--- config.mk ---
export PLATFORM = sky130hd
export DESIGN_NAME = dmem_port_arbiter
export DESIGN_NICKNAME = d
export VERILOG_FILES = /design/src/rtl/dmem_port_arbiter.sv
export SDC_FILE = /design/constraint.sdc
export NUM_CORES = 1
export LEC_CHECK = 0
export CORE_ASPECT_RATIO = 1.5
export CORE_MARGIN = 2
export CORE_UTILIZATION = 28
export CTS_BUF_LIST = sky130_fd_sc_hd__clkbuf_4
export CTS_CLUSTER_DIAMETER = 100
export DETAILED_ROUTE_END_ITERATION = 7
export PLACE_DENSITY = 0.86
export SYNTH_ARGS = -nofsm -noshare
export SYNTH_HDL_FRONTEND = slang
export SYNTH_SLANG_ARGS = --single-unit
export TNS_END_PERCENT = 100
--- constraint.sdc ---
create_clock -name clk -period 1.86 [get_ports clk]
set_input_delay 0.372 -clock clk [delete_from_list [all_inputs] [get_ports clk]]
set_output_delay 0.372 -clock clk [all_outputs]
set_load 0.005 [all_outputs]
--- src/rtl/dmem_port_arbiter.sv ---
// Data-memory port arbiter: MEM stage has priority, a starved debug
// requester is forced through after MAX_WAIT blocked cycles.
module dmem_port_arbiter #(
    parameter int ADDR_W   = 6,
    parameter int DATA_W   = 32,
    parameter int MAX_WAIT = 8
) (
    input  logic              clk,
    input  logic              rst_n,
    input  logic              cpu_req,
    input  logic              cpu_we,
    input  logic [ADDR_W-1:0] cpu_addr,
    input  logic [DATA_W-1:0] cpu_wdata,
    output logic [DATA_W-1:0] cpu_rdata,
    output logic              cpu_stall,
    input  logic              dbg_req,
    input  logic              dbg_we,
    input  logic [ADDR_W-1:0] dbg_addr,
    input  logic [DATA_W-1:0] dbg_wdata,
    output logic              dbg_ack,
    output logic [DATA_W-1:0] dbg_rdata,
    output logic [ADDR_W-1:0] mem_a,
    output logic [DATA_W-1:0] mem_d,
    output logic              mem_we,
    input  logic [DATA_W-1:0] mem_spo
);

    localparam logic [3:0] MAXW = 4'(MAX_WAIT);

    typedef enum logic {
        IDLE,
        ACK
    } state_e;

    state_e            state_q, state_d;
    logic [3:0]        wait_q, wait_d;
    logic [DATA_W-1:0] rdata_q, rdata_d;
    logic              dbg_grant;

    always_ff @(posedge clk or negedge rst_n) begin
        if (!rst_n) begin
            state_q <= IDLE;
            wait_q  <= '0;
            rdata_q <= '0;
        end else begin
            state_q <= state_d;
            wait_q  <= wait_d;
            rdata_q <= rdata_d;
        end
    end

    always_comb begin
        state_d = IDLE;
        wait_d  = wait_q;
        rdata_d = rdata_q;
        if (state_q == IDLE && dbg_grant) begin
            state_d = ACK;
        end
        // Age only counts cycles the CPU actually blocked a pending request.
        if (!dbg_req || dbg_grant) begin
            wait_d = '0;
        end else if (state_q == IDLE && cpu_req && wait_q != MAXW) begin
            wait_d = wait_q + 4'd1;
        end
        if (dbg_grant && !dbg_we) begin
            rdata_d = mem_spo;
        end
    end

    always_comb begin
        dbg_grant = (state_q == IDLE) && dbg_req
                    && (!cpu_req || wait_q == MAXW);
        cpu_stall = cpu_req && dbg_grant;
        cpu_rdata = mem_spo;
        dbg_ack   = (state_q == ACK);
        dbg_rdata = rdata_q;
        if (dbg_grant) begin
            mem_a  = dbg_addr;
            mem_d  = dbg_wdata;
            mem_we = dbg_we;
        end else begin
            mem_a  = cpu_addr;
            mem_d  = cpu_wdata;
            mem_we = cpu_we && cpu_req;
        end
    end

endmodule

==> results.yml, run 1 <==
yosys:
  synth_seq_cells: 37
  syn_avg_cell_area_um2: 12.65
  synth_top_area_share_pct: 41.34
  synth.largest_area_cell: "dfrtp_1"
  async_reset_ff_share_pct: 100.0
  synth.area.top_cells: "dfrtp_1 41%, mux2_2 30%, buf_4 12%"
  syn_area_um2: 2240
  synth_top_flop_cell: "dfrtp_1"
  yosysUniqueCellTypes: 23
  synthTopCellsByCount: "59 x mux2_2, 37 x dfrtp_1, 36 x buf_4"
  synth-seq-area-share_pct: 41.34
  synth_cells: 177
  syn_nets: 293
  yosysMostFrequentCell: "mux2_2"
  ys_warn_count: 0
  synth_edf_count: 0
finish:
  nNetsFinal: 513
  final_util_pct: 64.30
  instances_no_fill: 504
  layout-drive-gt1-share_pct: 40.70
  area_growth_pct: 127.0
  design_area_um2: 5085
clock_network:
  clock_sinks: 37
  clock_latency_ns: 0.36
  clkSlewWorstSetupHoldPaths_ns: 0.13
  root_buffer: "clkbuf_4"
  numCtsBuffers: 5
  clockBufferDepth: 2
  cts_tree: "done"
  ctsHtreeMaxLevel: 2
global_routing:
  antenna_found_initial: 1
  grt_max_degree: 38
  grtUsageTotal_pct: 19.77
  grt_pass1_vias: 2491
  grt_overflow: 0
  grt_pass1_wl_mm: 13.20
outcome:
  outcome: "complete, but fails checks"
  violations: "setup timing"
place:
  port_buffers: 218
  dp_hpwl_mm: 6.812
  dp.cells: 478
  place_area_um2: 4420
  place.gp.congestion: 0.7643
power:
  max-vdd-ir-drop_uv: 368.0
  p_leak_uw: 0.002228
  power_density_nw_per_um2: 591.0
  total_power_uw: 3005
floorplan:
  die_h_um: 113.5
  fp.dieArea_um2: 8745
  rows: 40
  start_util_pct: 28.32
  ios: 219
  die_width_um: 77.03
  core_um2: 7908
timing:
  setup_viol: 72
  finalCritPeriodShare_pct: 131.1
  clock-skew-final_ns: 0.01951
  fin_ws_ns: -0.5793
  fmax_ghz: 0.4100
  hold_violations: 0
  slew_viol_final: 0
  tightest_slew_ns: 0.4778
  rsz0062_at_grt: "yes"
  setup-tns-final_ns: -29.58
  finalCriticalPeriod_ns: 2.439
  max_slew_margin_pct: 68.15
setup_path:
  worst-setup-path-type: "reg -> out"
  cp-start-kind: "register"
  crit_path_end_kind: "output port"
  r2r_slack_ns: -0.34
  path_max_fanout: 5
  worstPathRequired_ns: 1.49
  cp_data_arrival_time_ns: 2.07
route:
  ant_nets: 0
  dr.pass1.iters: 4
  routed_wirelength_mm: 9.355
  drtIter0Drc: 92
  wl_per_cell_um: 18.56
  routed-via-count: 2291
  viasPerCell: 4.546
  route.detailed.drc: 0
worst_hold_path:
  min_path_type: "in -> async"
run:
  drv_cap: 0
==> layout make-up <==
class | instances | area [um2]
repair buffers | 252 | 2648
clock inverters | 3 | 41.29
clock buffers | 5 | 37.54
well taps | 105 | 131.4
flip-flops and latches | 37 | 925.9
inverters | 4 | 15.01
diodes | 1 | 2.502
multi-input cells | 97 | 1284
fillers | 626 | 2823
==> layer usage <==
metal	wire length [um]	vias to the layer above	GRT usage, %	share of wire (%)
li1	-	1029	-	-
met1	3490	1093	20.99	37
met2	4987	160	38.30	53
met3	737	9	4.193	7.9
met4	139	0	6.548	1.5
met5	0	-	0	0
==> worst paths after layout <==
| path | depth (start not counted) | start | end |
|---|---|---|---|
| min reg2reg | 1 | dbg_rdata[9] | dbg_rdata[9] |
| min | 2 | rst_n | dbg_rdata[25] |
| max reg2reg | 10 | wait_q[0] | dbg_rdata[19] |
| max in group asynchronous | 2 | rst_n | dbg_rdata[15] |
| max | 9 | wait_q[0] | mem_a[4] |
| min in group clk | 1 | dbg_rdata[9] | dbg_rdata[9] |
==> cells by family (layout without fill, tap and decap cells) <==
group,Yosys count,in the layout,synth area share (%)
fa+ha+maj,2,2,1.117
simple gates,16,16,4.693
compound gates,9,9,3.408
mux,70,70,35.20
buf+inv,43,264,14.25
flops,37,37,41.34
other cells,0,1,0
==> sequential cells by signal, summed over array words and instances, names as in the netlist <==
| signal | count |
|---|---|
| wait_q | 4 |
| dbg_rdata | 32 |
| dbg_ack | 1 |
==> cell usage in the layout, fill, tap and decap left out, drive strengths merged <==
| master | synthesis | routed |
|---|---|---|
| o21ai | 2 | 2 |
| nor3b | 1 | 1 |
| nand3 | 6 | 6 |
| buf | 39 | 73 |
| clkbuf | 0 | 7 |
| a32o | 1 | 1 |
| dfrtp | 37 | 37 |
| nand2b | 2 | 2 |
| nand3b | 1 | 1 |
| mux2 | 70 | 70 |
| nand2 | 3 | 3 |
| nor2 | 1 | 1 |
| clkinvlp | 0 | 1 |
| bufinv | 0 | 1 |
| o21bai | 1 | 1 |
| ha | 2 | 2 |
| nor2b | 2 | 2 |
| a211oi | 1 | 1 |
| clkdlybuf4s50 | 0 | 177 |
| inv | 4 | 4 |
| a21boi | 1 | 1 |
| clkinv | 0 | 1 |
| diode | 0 | 1 |
| a21oi | 1 | 1 |
| o41ai | 1 | 1 |
| o211ai | 1 | 1 |
==> power breakdown <==
| group | switching [uW] | leakage, uW | internal (uW) |
|---|---|---|---|
| Sequential | 89.5 | 0.000448 | 959 |
| Combinational | 381 | 0.00174 | 1010 |
| Clock | 288 | 0.0000389 | 278 |
| Total | 758 | 0.00223 | 2250 |
==> repair_timing <==
action	4_1_cts	5_1_grt
pin swaps	4	2
gates cloned	5	2
setup endpoints to repair	72	72
gates resized for setup	257	38
hold buffers	0	0
setup buffers	12	5
==> stage by stage <==
step                hold WS [ns]  setup WS [ns]
detailed placement        0.4457        -0.7430
global placement          0.4392        -0.7228
global route             0.08443        -0.6434
CTS                      0.04938        -0.6241
floorplan                0.07641      -0.002194
finish                   0.04139        -0.5793
==> critical path, cell delays in order (launching register included) <==
cell	delay (ns)
dfrtp_1	0.42
inv_2	0.08
ha_4	0.13
nand3b_4	0.10
a21oi_4	0.17
buf_12	0.16
buf_16	0.13
buf_12	0.11
mux2_4	0.30
buf_6	0.11
Note: power is estimated with default switching activity, not from simulation.
==> inputs of run 2 (changes only) <==
Settings changed: PLACE_DENSITY 0.86 to 0.8.
==> run 2 against run 1 <==
The run still ends with setup timing left. Critical path depth unchanged. Utilization increased by 0.85 points. Sequential share of layout area decreased by 0.24 points. Non-clock buffer count increased by 7. Highest routed layer unchanged. Clock skew decreased by 0.016 ns. Power decreased by 3.1%. Cell area increased by 1.3%. Combinational power increased by 4%. Via count increased by 1.7%.
==> results.yml, run 2 (synthesis gave the netlist of run 1 again) <==
setup_path:
  slowest_delay_ns: 0.41
  worst_path_max_delay_cell: "dfrtp_1"
  crit_chain: "inv_2 > ha_4 > nand3b_4 > a21oi_4 > buf_12 > buf_8 > buf_16 > mux2_4 > buf_6"
  path_max_fanout: 5
  crit_path_end_kind: "output port"
  worst-setup-path-type: "reg -> out"
  cp-start-kind: "register"
  crit_start: "wait_q[0]"
  reg2reg_from: "wait_q[0]"
  cp_data_arrival_time_ns: 2.08
  worstPathRequired_ns: 1.49
route:
  route.detailed.drc: 0
  drtIter0Drc: 46
  viasPerCell: 4.558
  routed-via-count: 2329
  wl_per_cell_um: 19.44
  routed_wirelength_mm: 9.934
  ant_nets: 0
  dr.pass1.iters: 5
timing:
  rsz0062_at_grt: "yes"
  hold_violations: 0
  clock-skew-final_ns: 0.004007
  tightest_slew_ns: 0.4738
  max_slew_margin_pct: 68.41
  finalCritPeriodShare_pct: 131.7
  setup_viol: 72
  fin_ws_ns: -0.5892
  slew_viol_final: 0
  setup-tns-final_ns: -32.79
  finalCriticalPeriod_ns: 2.449
  fmax_ghz: 0.4083
global_routing:
  antenna_found_initial: 2
  grtUsageTotal_pct: 22.22
  grt_max_degree: 38
  grt_pass1_vias: 2564
  grt_overflow: 0
  grt_pass1_wl_mm: 14.45
run:
  drv_cap: 0
clock_network:
  cts_hold_buf: 0
  clock_sinks: 37
  cts_tree: "done"
  clock_latency_ns: 0.35
  root_buffer: "clkbuf_4"
  ctsHtreeMaxLevel: 2
  numCtsBuffers: 5
  clockBufferDepth: 2
  clkSlewWorstSetupHoldPaths_ns: 0.11
power:
  p_seq_share_pct: 36.0
  max-vdd-ir-drop_uv: 255.5
  intPower_uw: 2138
  p_clk_share_pct: 14.5
  p_switching_uw: 772.5
  swShare_pct: 26.54
  p_leak_uw: 0.002278
  power_density_nw_per_um2: 564.9
  pwr-share-comb_pct: 49.5
floorplan:
  fp.dieArea_um2: 8745
  die_h_um: 113.5
  start_util_pct: 28.32
  rows: 40
  core_um2: 7908
  ios: 219
  die_width_um: 77.03
finish:
  final_common_cell: "clkdlybuf4s50_1"
  instances_no_fill: 511
  area_growth_pct: 130.1
  nNetsFinal: 520
  layout-drive-gt1-share_pct: 41.73
  largest_reg_flops: 32
  layout_common_cells: "177 x clkdlybuf4s50_1, 70 x mux2_4, 45 x buf_6, 37 x dfrtp_1, 19 x buf_4"
  design_area_um2: 5152
worst_hold_path:
  min_path_type: "in -> async"
place:
  dp.cells: 479
  place.gp.congestion: 0.7665
  place_area_um2: 4415
  port_buffers: 218
  dp_hpwl_mm: 7.289
outcome:
  outcome: "complete, but fails checks"
  violations: "setup timing"
==> run 2: critical path: cells and delay by family, from the launching register on <==
family	cells	cell delay (ns)
AO/OA/AOI/OAI	1	0.20
adder cells (fa/ha/maj)	1	0.14
buffers and inverters	5	0.59
flip-flops	1	0.41
multiplexers	1	0.30
AND/OR/NAND/NOR	1	0.09
==> run 2: path summary, 6_finish.rpt <==
path                            slack [ns]             to  depth (start not counted)
min in group clk                      0.52  dbg_rdata[20]                          1
max in group asynchronous             1.48  dbg_rdata[10]                          2
worst max-delay path                 -0.59       mem_d[2]                          9
worst min register to register        0.52  dbg_rdata[20]                          1
worst max register to register       -0.37  dbg_rdata[14]                         11
worst min-delay path                  0.04  dbg_rdata[18]                          2
==> run 2: power groups by stage <==
stage / registers, uW / logic, uW / clock network, uW
floorplan: 1060 / 322 / 0
global placement: 1040 / 1150 / 0
detailed placement: 1050 / 1170 / 0
CTS: 1040 / 1430 / 439
global route: 1070 / 1510 / 472
finish: 1050 / 1440 / 423
==> run 2: cell type report <==
class,count,area [um2]
multi-input cells,97,1294
fillers,593,2755
clock inverters,3,17.52
repair buffers,259,2729
flip-flops and latches,37,925.9
well taps,105,131.4
diodes,1,2.502
clock buffers,5,37.54
inverters,4,15.01
==> run 2: repair_timing <==
item                                    4_1_cts  5_1_grt
resized for setup                           290        8
endpoints found under the setup margin       72       72
endpoints found under the hold margin         0        0
gates cloned                                  4        1
setup buffers                                17        3
pin swaps                                     4        4
==> run 2: metal layers <==
layer / track usage [%] / wire (um) / up-vias
met2: 39.71 / 4992 / 170
met1: 24.13 / 3708 / 1094
met3: 8.307 / 1046 / 11
li1: - / - / 1054
met5: 0 / 0 / -
met4: 7.500 / 187 / 0
==> run 2: metrics by stage <==
stage	total power [uW]	util, %	setup WS, ns	hold slack [ns]
after floorplan	1385	-	-0.002194	0.07641
after global placement	2191	55.84	-0.7274	0.4377
after detailed placement	2219	55.84	-0.7602	0.4421
after CTS	2907	64.70	-0.5881	0.03679
after global routing	3044	65.16	-0.6592	0.06473
final	2911	65.16	-0.5892	0.03862
==> inputs of run 3 (changes only) <==
Settings changed: CORE_ASPECT_RATIO 1.5 to 0.8, CORE_MARGIN 2 to 8.
==> run 3 against run 2 <==
Critical path depth stayed put. Count of clock-buffer cells in the layout stayed put. Clock skew is 0.0045 ns higher. Cell area is 3.2% lower. Largest cell class unchanged. Die area is 27% higher. Cell count stayed put. Maximum frequency is 0.73% higher. Power is 3.6% lower. The flow still finishes with violations (setup timing). Highest routed layer unchanged.
==> results.yml, run 3 (synthesis gave the netlist of run 1 again) <==
route:
  dr_wl_met2_mm: 5.356
  met1_length_mm: 3.602
  routed-via-count: 2232
  wl_per_cell_um: 19.25
  dr.pass1.iters: 4
  ant_nets: 0
  top_layer: "met4"
  route.detailed.drc: 0
  routed_wirelength_mm: 9.836
  drtIter0Drc: 64
  viasPerCell: 4.368
  route.met3.wl_um: 779
timing:
  fmax_ghz: 0.4113
  finalCriticalPeriod_ns: 2.432
  hold_violations: 0
  max_slew_margin_pct: 67.78
  finalCritPeriodShare_pct: 130.7
  clock-skew-final_ns: 0.008466
  slew_viol_final: 0
  tightest_slew_ns: 0.4833
  setup_viol: 72
  rsz0062_at_grt: "yes"
  fin_ws_ns: -0.5715
finish:
  final_common_cell: "clkdlybuf4s50_1"
  final_util_pct: 63.67
  nNetsFinal: 518
  fill_cells: 644
  layout_common_cells: "177 x clkdlybuf4s50_1, 50 x mux2_4, 38 x buf_6, 37 x dfrtp_1, 20 x mux2_2"
  n_antenna_cell: 0
  largest_reg_flops: 32
  instances_no_fill: 511
  area_growth_pct: 122.8
  layout-drive-gt1-share_pct: 41.69
global_routing:
  grt_pass1_wl_mm: 14.09
  grt_max_degree: 38
  antenna_found_initial: 0
  grt_pass1_vias: 2500
  grtUsageTotal_pct: 16.29
  grt_overflow: 0
place:
  dp_hpwl_mm: 7.485
  post-place-ws_ns: -0.6793
  place.gp.congestion: 0.7841
  dp.cells: 483
  port_buffers: 218
clock_network:
  cts_tree: "done"
  clock_latency_ns: 0.34
  clkSlewWorstSetupHoldPaths_ns: 0.12
  clock_sinks: 37
  ctsHtreeMaxLevel: 2
  clockBufferDepth: 2
  numCtsBuffers: 5
  root_buffer: "clkbuf_4"
  cts_hold_buf: 0
setup_path:
  path_max_fanout: 5
  crit_path_end_kind: "output port"
  worst-setup-path-type: "reg -> out"
  cp_data_arrival_time_ns: 2.06
  cp-start-kind: "register"
  reg2reg_from: "wait_q[0]"
  worstPathRequired_ns: 1.49
  crit_start: "wait_q[0]"
floorplan:
  ios: 219
  die_width_um: 116.0
  die_h_um: 96.00
  fp.dieArea_um2: 11130
  core_um2: 7838
  rows: 29
  start_util_pct: 28.58
run:
  drv_cap: 0
power:
  p_leak_uw: 0.002172
  max-vdd-ir-drop_uv: 297.4
  power_density_nw_per_um2: 562.3
worst_hold_path:
  min_path_type: "in -> async"
outcome:
  violations: "setup timing"
  outcome: "complete, but fails checks"
==> run 3: cell types whose count changed in the layout (fill, tap and decap cells not counted), sizes merged <==
| cell | previous run | this run |
|---|---|---|
| clkinvlp | 0 | 1 |
| diode | 1 | 0 |
| clkinv | 3 | 2 |
| buf | 81 | 79 |
==> run 3: power by group <==
group          leakage [uW]  internal [uW]  switching [uW]  total (uW)
clock network     0.0000310            143             278         421
logic               0.00169            971             374        1350
registers          0.000448            958            81.6        1040
total               0.00217           2070             734        2810
==> run 3: final timing paths <==
check	depth (start not counted)	slack (ns)	to
min in group clk	1	0.52	dbg_rdata[24]
worst min-delay path	2	0.07	dbg_rdata[18]
worst max register to register	12	-0.40	dbg_rdata[7]
worst max-delay path	9	-0.57	mem_a[1]
max in group asynchronous	2	1.46	dbg_rdata[28]
worst min register to register	1	0.52	dbg_rdata[24]
==> run 3: routing by layer <==
layer	up-vias	track usage [%]
met1	1088	18.45
met4	0	3.337
met2	93	29.92
li1	1043	-
met5	-	0
met3	8	4.702
==> run 3: timing repair <==
item                                   in CTS  in global routing
gates resized for setup                   243                 28
setup buffers                              18                  2
setup endpoints to repair                  72                 72
cloned                                      7                  0
pin swaps                                   4                  3
endpoints found under the hold margin       0                  0
==> run 3: critical path: stages, from the launching register on <==
cell	delay, ns
dfrtp_1	0.40
inv_2	0.09
ha_4	0.14
nand3b_4	0.10
a21oi_4	0.20
buf_12	0.13
buf_8	0.11
buf_8	0.12
mux2_4	0.31
buf_6	0.12
==> run 3: final cells by class <==
class	count	area [um2]	area share [%]
clock buffers	5	37.54	0.7523
repair buffers	257	2630	52.71
multi-input cells	97	1229	24.62
well taps	108	135.1	2.708
flip-flops and latches	37	925.9	18.56
inverters	4	15.01	0.3009
clock inverters	3	17.52	0.3511
==> run 3: per-stage QoR <==
step	setup TNS [ns]	total power (uW)	area, um2	hold WS (ns)
floorplan	-0.03241	1385	2243	0.07641
detailed placement	-33.89	2218	4439	0.4557
global placement	-33.48	2189	4439	0.4498
global route	-37.72	2976	4990	0.09212
finish	-30.69	2806	4990	0.06835
CTS	-29.62	2810	4989	0.06998
